==> src/rtl/control_unit.sv <==
// Multi-cycle MIPS-style control unit: Moore FSM that sequences fetch, decode
// and execute for R-type, lw, sw, beq, j and addi, halting on anything else.
module control_unit (
    input  logic       Clk,
    input  logic       Reset_n,
    input  logic [5:0] Operation,
    input  logic [5:0] Funct,
    output logic       pc_reset,
    output logic       instReg_reset,
    output logic       a_reset,
    output logic       b_reset,
    output logic       ALUout_reset,
    output logic       pc_load,
    output logic       PCWrite,
    output logic       PCWriteCond,
    output logic       instReg_load,
    output logic       IRWrite,
    output logic       a_load,
    output logic       b_load,
    output logic       ALUout_load,
    output logic       IorD,
    output logic       MemRead,
    output logic       MemWrite,
    output logic       RegWrite,
    output logic       RegDst,
    output logic       MemtoReg,
    output logic       ALUSrcA,
    output logic [1:0] ALUSrcB,
    output logic [1:0] PCSource,
    output logic [2:0] ALU_select,
    output logic [3:0] State,
    output logic       Halted
);

    typedef enum logic [3:0] {
        S_RESET      = 4'd0,
        S_FETCH      = 4'd1,
        S_FETCH_WAIT = 4'd2,
        S_DECODE     = 4'd3,
        S_EXEC_R     = 4'd4,
        S_ALU_WB     = 4'd5,
        S_MEM_ADDR   = 4'd6,
        S_MEM_READ   = 4'd7,
        S_MEM_WAIT   = 4'd8,
        S_MEM_WB     = 4'd9,
        S_MEM_WRITE  = 4'd10,
        S_BRANCH     = 4'd11,
        S_JUMP       = 4'd12,
        S_ADDI_EXEC  = 4'd13,
        S_ADDI_WB    = 4'd14,
        S_HALT       = 4'd15
    } state_t;

    state_t     state_q;
    state_t     state_d;
    logic [5:0] funct_q;
    logic [2:0] r_alu;
    logic       r_ok;

    // Funct is captured in DECODE so EXEC_R outputs depend only on registered state.
    always_ff @(posedge Clk or negedge Reset_n) begin
        if (!Reset_n) begin
            state_q <= S_RESET;
            funct_q <= '0;
        end else begin
            state_q <= state_d;
            if (state_q == S_DECODE) begin
                funct_q <= Funct;
            end
        end
    end

    always_comb begin
        r_alu = 3'b000;
        r_ok  = 1'b1;
        case (funct_q)
            6'h20:   r_alu = 3'b001;
            6'h22:   r_alu = 3'b010;
            6'h24:   r_alu = 3'b011;
            6'h25:   r_alu = 3'b100;
            6'h2A:   r_alu = 3'b111;
            default: r_ok  = 1'b0;
        endcase
    end

    always_comb begin
        state_d = state_q;
        case (state_q)
            S_RESET:      state_d = S_FETCH;
            S_FETCH:      state_d = S_FETCH_WAIT;
            S_FETCH_WAIT: state_d = S_DECODE;
            S_DECODE: begin
                case (Operation)
                    6'h00:        state_d = (Funct == 6'h0D) ? S_HALT : S_EXEC_R;
                    6'h23, 6'h2B: state_d = S_MEM_ADDR;
                    6'h04:        state_d = S_BRANCH;
                    6'h02:        state_d = S_JUMP;
                    6'h08:        state_d = S_ADDI_EXEC;
                    default:      state_d = S_HALT;
                endcase
            end
            S_EXEC_R:     state_d = r_ok ? S_ALU_WB : S_HALT;
            S_ALU_WB:     state_d = S_FETCH;
            S_MEM_ADDR:   state_d = (Operation == 6'h23) ? S_MEM_READ : S_MEM_WRITE;
            S_MEM_READ:   state_d = S_MEM_WAIT;
            S_MEM_WAIT:   state_d = S_MEM_WB;
            S_MEM_WB:     state_d = S_FETCH;
            S_MEM_WRITE:  state_d = S_FETCH;
            S_BRANCH:     state_d = S_FETCH;
            S_JUMP:       state_d = S_FETCH;
            S_ADDI_EXEC:  state_d = S_ADDI_WB;
            S_ADDI_WB:    state_d = S_FETCH;
            S_HALT:       state_d = S_HALT;
            default:      state_d = S_RESET;
        endcase
    end

    always_comb begin
        pc_reset      = 1'b0;
        instReg_reset = 1'b0;
        a_reset       = 1'b0;
        b_reset       = 1'b0;
        ALUout_reset  = 1'b0;
        pc_load       = 1'b0;
        PCWrite       = 1'b0;
        PCWriteCond   = 1'b0;
        instReg_load  = 1'b0;
        IRWrite       = 1'b0;
        a_load        = 1'b0;
        b_load        = 1'b0;
        ALUout_load   = 1'b0;
        IorD          = 1'b0;
        MemRead       = 1'b0;
        MemWrite      = 1'b0;
        RegWrite      = 1'b0;
        RegDst        = 1'b0;
        MemtoReg      = 1'b0;
        ALUSrcA       = 1'b0;
        ALUSrcB       = 2'b00;
        PCSource      = 2'b00;
        ALU_select    = 3'b000;
        Halted        = 1'b0;
        case (state_q)
            S_RESET: begin
                pc_reset      = 1'b1;
                instReg_reset = 1'b1;
                a_reset       = 1'b1;
                b_reset       = 1'b1;
                ALUout_reset  = 1'b1;
            end
            S_FETCH: begin
                MemRead    = 1'b1;
                ALUSrcB    = 2'b01;
                ALU_select = 3'b001;
                PCWrite    = 1'b1;
                pc_load    = 1'b1;
            end
            S_FETCH_WAIT: begin
                MemRead      = 1'b1;
                IRWrite      = 1'b1;
                instReg_load = 1'b1;
            end
            S_DECODE: begin
                a_load      = 1'b1;
                b_load      = 1'b1;
                ALUSrcB     = 2'b11;
                ALU_select  = 3'b001;
                ALUout_load = 1'b1;
            end
            S_EXEC_R: begin
                ALUSrcA     = 1'b1;
                ALUout_load = 1'b1;
                ALU_select  = r_alu;
            end
            S_ALU_WB: begin
                RegDst   = 1'b1;
                RegWrite = 1'b1;
            end
            S_MEM_ADDR, S_ADDI_EXEC: begin
                ALUSrcA     = 1'b1;
                ALUSrcB     = 2'b10;
                ALU_select  = 3'b001;
                ALUout_load = 1'b1;
            end
            S_MEM_READ, S_MEM_WAIT: begin
                IorD    = 1'b1;
                MemRead = 1'b1;
            end
            S_MEM_WB: begin
                MemtoReg = 1'b1;
                RegWrite = 1'b1;
            end
            S_MEM_WRITE: begin
                IorD     = 1'b1;
                MemWrite = 1'b1;
            end
            S_BRANCH: begin
                ALUSrcA     = 1'b1;
                ALU_select  = 3'b010;
                PCSource    = 2'b01;
                PCWriteCond = 1'b1;
                pc_load     = 1'b1;
            end
            S_JUMP: begin
                PCSource = 2'b10;
                PCWrite  = 1'b1;
                pc_load  = 1'b1;
            end
            S_ADDI_WB: begin
                RegWrite = 1'b1;
            end
            S_HALT: begin
                Halted = 1'b1;
            end
            default: begin
                Halted = 1'b0;
            end
        endcase
    end

    assign State = state_q;

endmodule

==> config.mk <==
export PLATFORM = sky130hd
export DESIGN_NAME = control_unit
export DESIGN_NICKNAME = d
export VERILOG_FILES = /design/src/rtl/control_unit.sv
export SDC_FILE = /design/constraint.sdc
export NUM_CORES = 1
export LEC_CHECK = 0
export ABC_AREA = 0
export CAP_MARGIN = 30
export CORE_ASPECT_RATIO = 1.1
export CORE_MARGIN = 2
export CORE_UTILIZATION = 43
export DETAILED_ROUTE_END_ITERATION = 8
export GPL_ROUTABILITY_DRIVEN = 0
export PLACE_DENSITY = 0.84
export RECOVER_POWER = 25
export REMOVE_ABC_BUFFERS = 1
export SYNTH_ARGS = -nofsm -noshare
export SYNTH_HDL_FRONTEND = slang
export SYNTH_SLANG_ARGS = --single-unit
==> constraint.sdc <==
create_clock -name Clk -period 3.2 [get_ports Clk]
set_input_delay 0.32 -clock Clk [delete_from_list [all_inputs] [get_ports Clk]]
set_output_delay 0.32 -clock Clk [all_outputs]
set_load 0.1 [all_outputs]
==> flow_summary.yaml <==
timing:
  worst_pin_slew_ps: 1160
  max_slew_margin_pct: 22.7
  fmax_ghz: 0.396
  period_needed_ps: 2520
  final-hold-violation-count: 0
  final_max_slew_viol_count: 0
  period_share_pct: 78.9
  fin_tns_setup_ps: 0
  setup_viol: 0
  rsz0062_at_grt: "false"
  worst_clock_skew_ps: 3.54
layout:
  nNetsFinal: 171
  ff_latch_area_um2: 250
  area_delta_synth_final_pct: 34.4
  multi_input_area_um2: 603
  n_antenna_cell: 0
  drive_above_1_share_pct: 27.7
  nFillCells: 183
clocking:
  tritoncts: "done"
  clk_pin_slew_worst_paths_ps: 60
  cts_root_buf: "clkbuf_4"
  cts_num_sinks: 10
  cts_buffers: 3
  cts_hold_buf: 0
  cts_buffer_depth: 2
  cts_resized: 0
  htree_levels: 1
  postCtsSetupBuffers: 0
  clk_latency_ps: 260
setup_path:
  reg2reg_from: "State[1]"
  path_max_fanout: 21
  start_kind: "flop"
  reg2reg_slack_ps: 1290
  timing.rr.end: "funct_q[2]"
  endpoint_kind: "primary output"
  cp-endpoint: "ALU_select[2]"
  cp_data_required_time_ps: 2880
  arrival_ps: 2200
  crit_type: "reg2out"
  r2r_cells: 3
  crit_start: "State[3]"
die:
  die_w_um: 49.0
  rows: 17
  initial_core_util_pct: 46.3
  die_y_um: 53.5
  io_pins: 46
  fp.coreArea_um2: 2060
  die_area_um2: 2620
drt:
  ant_nets: 0
  vias: 1040
  drt_iter0_drc: 18
  routed_via_density: 5.68
  dr.pass1.iters: 4
  drc: 0
  finalWirelength_um: 2410
  wire_per_inst_um: 13.2
yosys:
  postSynthAreaPerCell_um2: 7.84
  postSynthCellCount: 122
  ys_warn_count: 0
  synth_commonest_cells: "dfrtp_1 (10), nand2_1 (10), nor2_1 (10)"
  synthArstFlopShare_pct: 100
  synth_area_um2: 956
  synth-main-ff-cell: "dfrtp_1"
  synth-seq-cells: 10
  synth_cell_types: 40
  synth_area_leaders: "dfrtp_1 (26%), mux2_2 (5.9%), buf_4 (5.5%)"
  seq_area_frac_synth_pct: 26.2
  synth_top_area_share_pct: 26.2
  synth_edf_count: 0
  synth_top_area_cell: "dfrtp_1"
placement:
  io_buffers: 45
  dp_hpwl_um: 1910
job:
  cap_violations: 0
global_routing:
  grt_max_degree: 22
  grt_most_used_layer: "met2"
  use_met2_pct: 35.8
  antenna_found_initial: 0
  met3_usage_pct: 1.69
  use_met1_pct: 25.9
  grt_pass1_vias: 948
  overflow: 0
  grt_pass1_wl_um: 4130
  grt_util_all_layers_pct: 20.2
worst_hold_path:
  hold_path_class: "in2async"
outcome:
  status: "completed"
==> final cells by class <==
type	count	area share, %
Timing Repair Buffer	45	27.9
Sequential cell	10	19.5
Multi-Input combinational cell	93	46.9
Inverter	4	1.17
Tap cell	28	2.73
Clock buffer	3	1.75
==> cell families (layout without fill, tap and decap cells) <==
| group | after synthesis | after routing | synth area share, % |
|---|---|---|---|
| AND/OR/NAND/NOR | 55 | 55 | 33.1 |
| multiplexers | 6 | 6 | 7.07 |
| XOR/XNOR | 1 | 1 | 0.916 |
| AO/OA/AOI/OAI | 31 | 31 | 22.0 |
| flip-flops | 10 | 10 | 26.2 |
| buffers and inverters | 19 | 52 | 10.7 |
==> registers in the layout, summed over array words and instances (netlist names) <==
register	cells
funct_q	6
State	4
==> critical path: stages, from the launching register on <==
cell and delay, ps:
dfrtp_1 600, nand2b_1 300, or3_1 370, nor4b_1 320
buf_4 350
==> metal layers <==
metal	share of wire [%]	vias up	wire length, um
met1	43	477	1040
li1	-	506	-
met2	50	57	1200
met4	0	0	0
met5	0	-	0
met3	7.2	0	173
==> how the worst min path moves through the flow <==
stage | endpoint | cells after the start | from | slack (ps)
final | funct_q[4] | 1 | Reset_n | 440
after global routing | State[1] | 1 | Reset_n | 460
after CTS | funct_q[4] | 1 | Reset_n | 370
after detailed placement | funct_q[5] | 1 | funct_q[5] | 540
after global placement | funct_q[5] | 1 | funct_q[5] | 530
after floorplan | State[0] | 0 | Reset_n | 20
==> through the flow <==
step           utilization, %  hold slack, ps  instance area, um^2  cells  setup slack (ps)
4_1_cts                  62.8             372                 1300    183               650
3_5_place_dp             61.7             538                 1270    180               954
5_1_grt                  62.3             461                 1280    183               452
6_report                 62.3             439                 1280    183               675
2_1_floorplan               -            24.4                  868    107            -12150
3_3_place_gp             61.7             527                 1270    180               969
==> cells in the final DEF, fill, tap and decap left out, drive strengths merged <==
master and instances:
nand3b 2, clkdlybuf4s50 12, a21o 2, a21oi 5, o31ai 1, clkbuf 6, nor3 4, nor3b 2
mux2 6, a211o 1, nand4b 1, dfrtp 10, a22oi 1, o311ai 2, nand2b 7, nand2 11
nor4b 2, a2111oi 1, nor2 10, o22ai 3, nand3 1, buf 29, o21ai 10, nor4 2
o211ai 1, nor2b 4, dlygate4sd3 1, o32ai 1, or2 3, o311a 2, xnor2 1, inv 4
a32o 1, or4 1, or3 5
Power is left out: the tool's default activity adds up to more than one toggle a clock period on the data nets, which glitch-free logic cannot reach.
